==> config.mk <==
export PLATFORM = sky130hd
export DESIGN_NAME = apb_slave_mem
export DESIGN_NICKNAME = d
export VERILOG_FILES = /design/src/rtl/apb_pkg.sv /design/src/rtl/apb_slave_mem_array.sv /design/src/rtl/apb_slave_mem.sv
export SDC_FILE = /design/constraint.sdc
export NUM_CORES = 2
export LEC_CHECK = 0
export ABC_CLOCK_PERIOD_IN_PS = 158100
export BUFFER_PORTS_ARGS = -buffer_cell sky130_fd_sc_hd__buf_2
export CAP_MARGIN = 20
export CORE_MARGIN = 5
export CORE_UTILIZATION = 52
export CTS_BUF_LIST = sky130_fd_sc_hd__clkbuf_4 sky130_fd_sc_hd__clkbuf_8 sky130_fd_sc_hd__clkbuf_16
export DETAILED_ROUTE_END_ITERATION = 12
export PLACE_DENSITY = 0.68
export REMOVE_ABC_BUFFERS = 1
export SKIP_CTS_REPAIR_TIMING = 1
export SLEW_MARGIN = 10
export SYNTH_ARGS = -nofsm -noshare
export SYNTH_HDL_FRONTEND = slang
export SYNTH_SLANG_ARGS = --single-unit
==> constraint.sdc <==
create_clock -name PCLK -period 158.1 [get_ports PCLK]
set_clock_uncertainty 0.05 [all_clocks]
set_input_delay 7.905 -clock PCLK [delete_from_list [all_inputs] [get_ports PCLK]]
set_output_delay 7.905 -clock PCLK [all_outputs]
set_load 0.05 [all_outputs]
==> src/rtl/apb_pkg.sv <==
`default_nettype none
// ============================================================================
// Module   : apb_pkg
// Brief    : Shared defaults, typedefs and FSM state encoding for the APB slave.
// Revision : 1.0
// ============================================================================
package apb_pkg;

    localparam int c_APB_ADDR_WIDTH = 13;
    localparam int c_APB_DATA_WIDTH = 32;
    localparam int c_MEM_BYTES      = 256;
    localparam int c_WAIT_STATES    = 1;
    localparam int c_WAIT_CNT_W     = 4;

    typedef logic [c_APB_ADDR_WIDTH-1:0] apb_addr_t;
    typedef logic [c_APB_DATA_WIDTH-1:0] apb_data_t;
    typedef logic [c_WAIT_CNT_W-1:0]     wait_cnt_t;

    typedef enum logic [1:0] {
        ST_IDLE   = 2'd0,
        ST_SETUP  = 2'd1,
        ST_WAIT   = 2'd2,
        ST_ACCESS = 2'd3
    } apb_state_e;

endpackage
`default_nettype wire

==> src/rtl/apb_slave_mem_array.sv <==
`default_nettype none
// ============================================================================
// Module   : apb_slave_mem_array
// Brief    : Word-organised byte-writable storage with async read and reset clear.
// Revision : 1.0
// ============================================================================
module apb_slave_mem_array #(
    parameter int DATA_WIDTH = 32,
    parameter int WORDS      = 64,
    parameter int IDX_W      = 6
) (
    input  logic                    clk,
    input  logic                    rst,
    input  logic                    i_we,
    input  logic [DATA_WIDTH/8-1:0] i_be,
    input  logic [IDX_W-1:0]        i_idx,
    input  logic [DATA_WIDTH-1:0]   i_wdata,
    output logic [DATA_WIDTH-1:0]   o_rdata
);

    localparam int c_BYTES = DATA_WIDTH / 8;

    logic [DATA_WIDTH-1:0] r_mem [WORDS];

    // Strobe bit b guards bits [8b+:8], i.e. memory byte (word base + c_BYTES-1-b).
    always_ff @(posedge clk or posedge rst) begin
        if (rst) begin
            for (int w = 0; w < WORDS; w++) begin
                r_mem[w] <= '0;
            end
        end else if (i_we) begin
            for (int b = 0; b < c_BYTES; b++) begin
                if (i_be[b]) begin
                    r_mem[i_idx][8*b +: 8] <= i_wdata[8*b +: 8];
                end
            end
        end
    end

    assign o_rdata = r_mem[i_idx];

endmodule
`default_nettype wire

==> src/rtl/apb_slave_mem.sv <==
`default_nettype none
// ============================================================================
// Module   : apb_slave_mem
// Brief    : APB slave with programmable wait states backed by a byte-lane memory.
// Revision : 1.0
// ============================================================================
module apb_slave_mem
    import apb_pkg::*;
#(
    parameter int APB_ADDR_WIDTH = c_APB_ADDR_WIDTH,
    parameter int APB_DATA_WIDTH = c_APB_DATA_WIDTH,
    parameter int MEM_BYTES      = c_MEM_BYTES,
    parameter int WAIT_STATES    = c_WAIT_STATES
) (
    input  logic                        PCLK,
    input  logic                        PRESET,
    input  logic                        PSEL,
    input  logic                        PENABLE,
    input  logic                        PWRITE,
    input  logic [APB_ADDR_WIDTH-1:0]   PADDR,
    input  logic [APB_DATA_WIDTH-1:0]   PWDATA,
    input  logic [APB_DATA_WIDTH/8-1:0] PSTRB,
    output logic                        PREADY,
    output logic [APB_DATA_WIDTH-1:0]   PRDATA,
    output logic                        PSLVERR
);

    localparam int c_BYTES = APB_DATA_WIDTH / 8;
    localparam int c_LSB   = $clog2(c_BYTES);
    localparam int c_WORDS = MEM_BYTES / c_BYTES;
    localparam int c_IDX_W = (c_WORDS > 1) ? $clog2(c_WORDS) : 1;
    localparam logic [APB_ADDR_WIDTH:0]   c_MEM_LIMIT  = (APB_ADDR_WIDTH+1)'(MEM_BYTES);
    localparam logic [APB_ADDR_WIDTH-1:0] c_ALIGN_MASK = APB_ADDR_WIDTH'(c_BYTES - 1);
    localparam wait_cnt_t                 c_WAIT       = wait_cnt_t'(WAIT_STATES);

    apb_state_e                  r_state;
    apb_state_e                  w_state;
    wait_cnt_t                   r_cnt;
    logic [APB_ADDR_WIDTH-1:0]   r_addr;
    logic                        r_write;
    logic [APB_DATA_WIDTH-1:0]   r_wdata;
    logic [c_BYTES-1:0]          r_strb;
    logic                        w_err;
    logic                        w_mem_we;
    logic [APB_DATA_WIDTH-1:0]   w_rdata;

    // The setup phase is decoded straight from the bus so a zero-wait
    // transfer completes in the cycle right after its setup phase.
    always_comb begin
        w_state = r_state;
        if (r_state == ST_IDLE && PSEL && !PENABLE) begin
            w_state = ST_SETUP;
        end
    end

    always_ff @(posedge PCLK or posedge PRESET) begin
        if (PRESET) begin
            r_state <= ST_IDLE;
            r_cnt   <= '0;
            r_addr  <= '0;
            r_write <= 1'b0;
            r_wdata <= '0;
            r_strb  <= '0;
        end else begin
            case (w_state)
                ST_SETUP: begin
                    r_addr  <= PADDR;
                    r_write <= PWRITE;
                    r_wdata <= PWDATA;
                    r_strb  <= PSTRB;
                    r_cnt   <= c_WAIT;
                    r_state <= (c_WAIT != '0) ? ST_WAIT : ST_ACCESS;
                end
                ST_WAIT: begin
                    if (!PSEL) begin
                        r_cnt   <= '0;
                        r_state <= ST_IDLE;
                    end else begin
                        r_cnt <= r_cnt - 1'b1;
                        if (r_cnt <= wait_cnt_t'(1)) begin
                            r_state <= ST_ACCESS;
                        end
                    end
                end
                ST_ACCESS: r_state <= ST_IDLE;
                default:   r_state <= ST_IDLE;
            endcase
        end
    end

    assign w_err    = ({1'b0, r_addr} >= c_MEM_LIMIT) || (|(r_addr & c_ALIGN_MASK));
    assign w_mem_we = (r_state == ST_ACCESS) && r_write && !w_err;

    apb_slave_mem_array #(
        .DATA_WIDTH (APB_DATA_WIDTH),
        .WORDS      (c_WORDS),
        .IDX_W      (c_IDX_W)
    ) u_mem (
        .clk     (PCLK),
        .rst     (PRESET),
        .i_we    (w_mem_we),
        .i_be    (r_strb),
        .i_idx   (r_addr[c_LSB +: c_IDX_W]),
        .i_wdata (r_wdata),
        .o_rdata (w_rdata)
    );

    assign PREADY  = (r_state == ST_ACCESS);
    assign PSLVERR = PREADY && w_err;
    assign PRDATA  = (PREADY && !r_write && !w_err) ? w_rdata : '0;

endmodule
`default_nettype wire

After elaboration in Yosys (flattened, before gate mapping)
Index checks and enable logic that the tools add are counted.

Flip-flop bits (word level): 2104. Bits in latches: 0. Memory bits (writable): 0. Bits in read-only memories: 0. Input bits: 54. Output and inout port bits: 34. Logic and storage cells: 124. Memories: 0.

$add $sub $neg: 1. $mul: 0. Divide/modulo/power cells: 0. Order comparisons: 4. Equality and inequality tests: 4. Shifts and indexed selects: 0. Muxes and demuxes: 29. Bitwise gates (word level): 1. Reduce and logical (&&, ||, !) cells: 15.

Operators with widths (count): $mux 2048 (7); $bwmux 2048 (4); $demux 32 s6 (4); $bmux 32 s6 (1); $mux 32 (4); $mux 24 (1); $mux 16 (1); $ge 13x9->1 const B (1); $logic_and 1x1->1 (8); $mux 8 (1); $pmux 4 s2 (1); $ge 7x7->1 const B (1); $lt 7x1->1 const B (1); $not 6->7 (1); $mux 2 (3); $eq 2x2->1 const B (2); $le 4x1->1 const B (1); $mux 4 (1); $pmux 2 s2 (1); $sub 4x1->4 const B (1); $logic_not 1->1 (3); $ne 3x3->1 const B (1); $eq 2x1->1 const B (1); $logic_not 2->1 (1); 3 further kinds (3).

Logic depth before layout (Yosys ltp)
Depth after elaboration: 16. Depth in mapped cells: 11.

Hierarchy
A second synthesis with hierarchy kept.

Cells, all modules: 6583. Area total of the unflattened synthesis: 95352.7 sq um.

By module, submodules not included: apb_slave_mem_array (times used 1, cells an instance 6387, area an instance 92785.2 sq um, sequential area each 51249.2 sq um); apb_slave_mem (times used 1, cells an instance 196, area an instance 2567.5 sq um, sequential area each 1401.3 sq um).

Worst setup path before layout
No wires, ideal clock.

Kind: register -> output. Start point: register r_addr[4]. End point: output PRDATA[2]. Data arrival time: 3.381 ns. Required time: 150.145 ns. Setup slack: 146.764 ns. Stages on the path, launching flop included: 10. Path buffers: 3. Cell sequence: dfrtp_1 > buf_4 > and2b_1 > nand2_1 > buf_2 > buf_2 > o22ai_1 > a211oi_1 > o21ai_0 > a2111oi_1.

Cells in the longest elaborated chain, start to end: 5. Elaborated cells on any way between the ends: 9.

RTL lines: from (decl) (RTL line apb_slave_mem.sv:39) `logic [APB_ADDR_WIDTH-1:0] r_addr;`; from (signal assigned) (RTL line apb_slave_mem.sv:60) `r_addr <= '0;`; from (signal assigned) (RTL line apb_slave_mem.sv:67) `r_addr <= PADDR;`; $not 6->7 (not written as such) / $ge 13x9->1 (equally long branches) (RTL line apb_slave_mem_array.sv:40, apb_slave_mem.sv:91); $bmux 32 s6 / $logic_or 1x1->1 (equally long branches) (RTL line apb_slave_mem_array.sv:40, apb_slave_mem.sv:91); $mux 32 (not written as such) / $logic_not 1->1 (equally long branches) (RTL line apb_slave_mem_array.sv:40, apb_slave_mem.sv:110); $mux 32 (not written as such) / $logic_and 1x1->1 (equally long branches) (RTL line apb_slave_mem_array.sv:40, apb_slave_mem.sv:110); $mux 32 * (RTL line apb_slave_mem.sv:110) `assign PRDATA = (PREADY && !r_write && !w_err) ? w_rdata : '0;`; to (decl) (RTL line apb_slave_mem.sv:24) `output logic [APB_DATA_WIDTH-1:0] PRDATA,`.

Every way passes the cells marked *; elsewhere a longest branch is shown, timed or not. The select of a mux whose other input is x is not followed.

Final worst setup path
Start point: register r_addr[4]. End point: output PRDATA[20].

The elaborated chain is that of the path after synthesis.

==> reports/results.ini <==
[status]
status = completed

[synthesis]
yosys.area_share.simple_pct = 4.44
netlist_instances = 6895
synthXorXnorAreaFrac_pct = 0
ys_seq_elements = 2104
yosysSeqAreaShare_pct = 53.4
synth_top_cell_by_area = dfrtp_1
synth_mux_area_share_pct = 32.4
ys_types = 80
synth_area_mm2 = 0.0985
synth_compound_area_share_pct = 6.61
synth_edf_count = 0
synth_top_family_by_area = multiplexers
ys.flop_type = dfrtp_1
synthArstFlopShare_pct = 100
synth_area_per_cell_um2 = 14.3
yosysWarnings = 0
synthAdderAreaFrac_pct = 0.0508
ys_top_cells_by_area = dfrtp_1 53%, mux2_2 21%, mux2_4 4.9%
yosysTopAreaCellShare_pct = 53.4

[placement]
place_congestion = 0.854
pre_cts_ws_ns = 144.46
port_buffers = 87
dp_cells = 9083
dp_hpwl_mm = 189

[clocking]
cts.sinks = 2104
root_buffer = clkbuf_16
cts.path.max_buffers = 3
clk_pin_slew_ns = 0.06
cts_max_level = 4
clk_latency_ns = 0.87
cts_tree = done
cts_made_buffers = 214

[detailed_routing]
drtPass1Iterations = 5
first_iter_violations = 6476
route.detailed.drc = 0
vias = 62800
drt_wl_total_mm = 311
wire_per_inst_um = 32.8
ant_nets = 0
via_per_inst = 6.63

[floorplanning]
die_h_um = 445
fp.dieW_um = 445
start_util_pct = 52.4
dieArea_mm2 = 0.198
num_rows = 159
core_mm2 = 0.188
ioPinCount = 88

[power]
internal-power_mw = 0.897
switching_share_pct = 30.8
power.switching_mw = 0.399
power_mw = 1.30
combPwrFrac_pct = 17.1
clkPwrFrac_pct = 40.2
power_leakage_nw = 54.0
pwr-share-seq_pct = 42.7
cellPowerDensity_mw_per_mm2 = 12.0
vdd_ir_drop_max_mv = 0.0143

[sta]
fin_crit_ns = 14.17
final-hold-violation-count = 0
whs_ns = 0.434
setup_tns_ns = 0
setup_ws_ns = 143.93
tightest_slew_ns = 1.28
rsz0062_at_grt = no
fin_crit_sh_pct = 8.96
setup_viol = 0
slew_headroom_pct = 14.4
fmax_mhz = 70.6
slew_violations = 0

[cells_and_area]
drive_above_1_share_pct = 47.7
mostFrequentLayoutCells = 2069 x dfrtp_1, 1836 x mux2_2, 336 x o22ai_1
fin_cells = 9480
final_common_cell = dfrtp_1
syn_to_final_growth_pct = 9.75
nNetsFinal = 6872

[setup_path]
r2r-end = u_mem.r_mem[1084]
critPathMaxFanout = 46
worstSetupStartpointType = register
reg2reg_depth = 7
ff2ff_setup_slack_ns = 152.96
critPathKind = reg -> out
end_kind = primary output
arrival_ns = 6.21
cp.required_ns = 150.15
reg2reg_from = r_addr[3]

[grt]
grt_pass1_wl_mm = 456
track_usage_pct = 31.1
grt_pass1_vias = 64300
grt-ovfl-total = 0
antenna_found_initial = 11
grt_max_degree = 184

[min_path]
hold_path.class = reg -> reg
min_to = u_mem.r_mem[218]
hold_start = u_mem.r_mem[218]
worstHoldPathCells = 1

[flow_run]
maxCapViolations = 0

-- power by group through the flow --
stage / logic [mW] / registers, mW / clock network (mW)
3_3_place_gp: 0.210 / 0.565 / 0
2_1_floorplan: 0.104 / 0.587 / 0
6_report: 0.221 / 0.553 / 0.521
4_1_cts: 0.212 / 0.556 / 0.526
5_1_grt: 0.227 / 0.554 / 0.549
3_5_place_dp: 0.212 / 0.566 / 0
-- critical path, cell delays in order, from the launching register on --
cell and delay (ns):
dfrtp_4 0.74, buf_4 0.74, buf_4 0.64, buf_4 0.65, mux2_2 0.28, o22ai_1 0.07, a222oi_1 0.63, o22ai_1 0.27
nor4_1 0.84, buf_2 0.41
-- flip-flops by register name, summed over array words and instances (netlist names) --
name	cells
r_strb	4
r_cnt	4
r_wdata	32
u_mem.r_mem	2048
r_state	2
r_addr	13
r_write	1
-- Yosys cell counts (all sizes together), types with 24 or more instances --
cell,number
mux2i,120
a21oi,100
o22ai,336
a2bb2oi,33
dfrtp,2104
mux4,154
mux2,2317
a22oi,34
a221oi,40
nor4,24
clkbuf,290
buf,263
nor2,175
nand2,422
o221ai,153
o21ai,102
a31oi,24
-- metal layers --
metal / global-route usage (%) / wire length [µm]
met5: 0.313 / 142
met4: 16.7 / 19300
met3: 7.99 / 27700
met2: 46.5 / 138000
met1: 41.8 / 126000
-- cells by family (layout without fill, tap and decap cells) --
logic type / count (synthesis) / count (layout)
flops: 2104 / 2104
fa+ha+maj: 4 / 4
mux: 2591 / 2591
compound gates: 938 / 938
simple gates: 692 / 692
other cells: 0 / 3
buf+inv: 566 / 653
-- worst max path at each step --
stage | end | cells after the start | startpoint | slack, ns
2_1_floorplan | r_addr[0] | 1 | PRESET | 90.71
3_3_place_gp | r_wdata[24] | 8 | PRESET | 144.56
3_5_place_dp | r_wdata[24] | 8 | PRESET | 144.46
4_1_cts | PRDATA[20] | 10 | r_addr[4] | 143.88
5_1_grt | PRDATA[20] | 10 | r_addr[4] | 143.74
6_report | PRDATA[20] | 9 | r_addr[4] | 143.93
-- final cells by class --
class                           count  area (µm²)
Fill cell                       14900       80100
Sequential cell                  2104       52700
Multi-Input combinational cell   4225       43100
Clock buffer                      319        6530
Tap cell                         2495        3120
Timing Repair Buffer              256        1910
Clock inverter                     65         731
Inverter                           13        67.6
Antenna cell                        3        7.51
-- through the flow --
stage | util [%] | instance area, µm²
2_1_floorplan | - | 95600
3_3_place_gp | 53.5 | 101000
3_5_place_dp | 53.5 | 101000
4_1_cts | 57.3 | 108000
5_1_grt | 57.5 | 108000
6_report | 57.5 | 108000
Note: power is estimated with default switching activity, not from simulation.
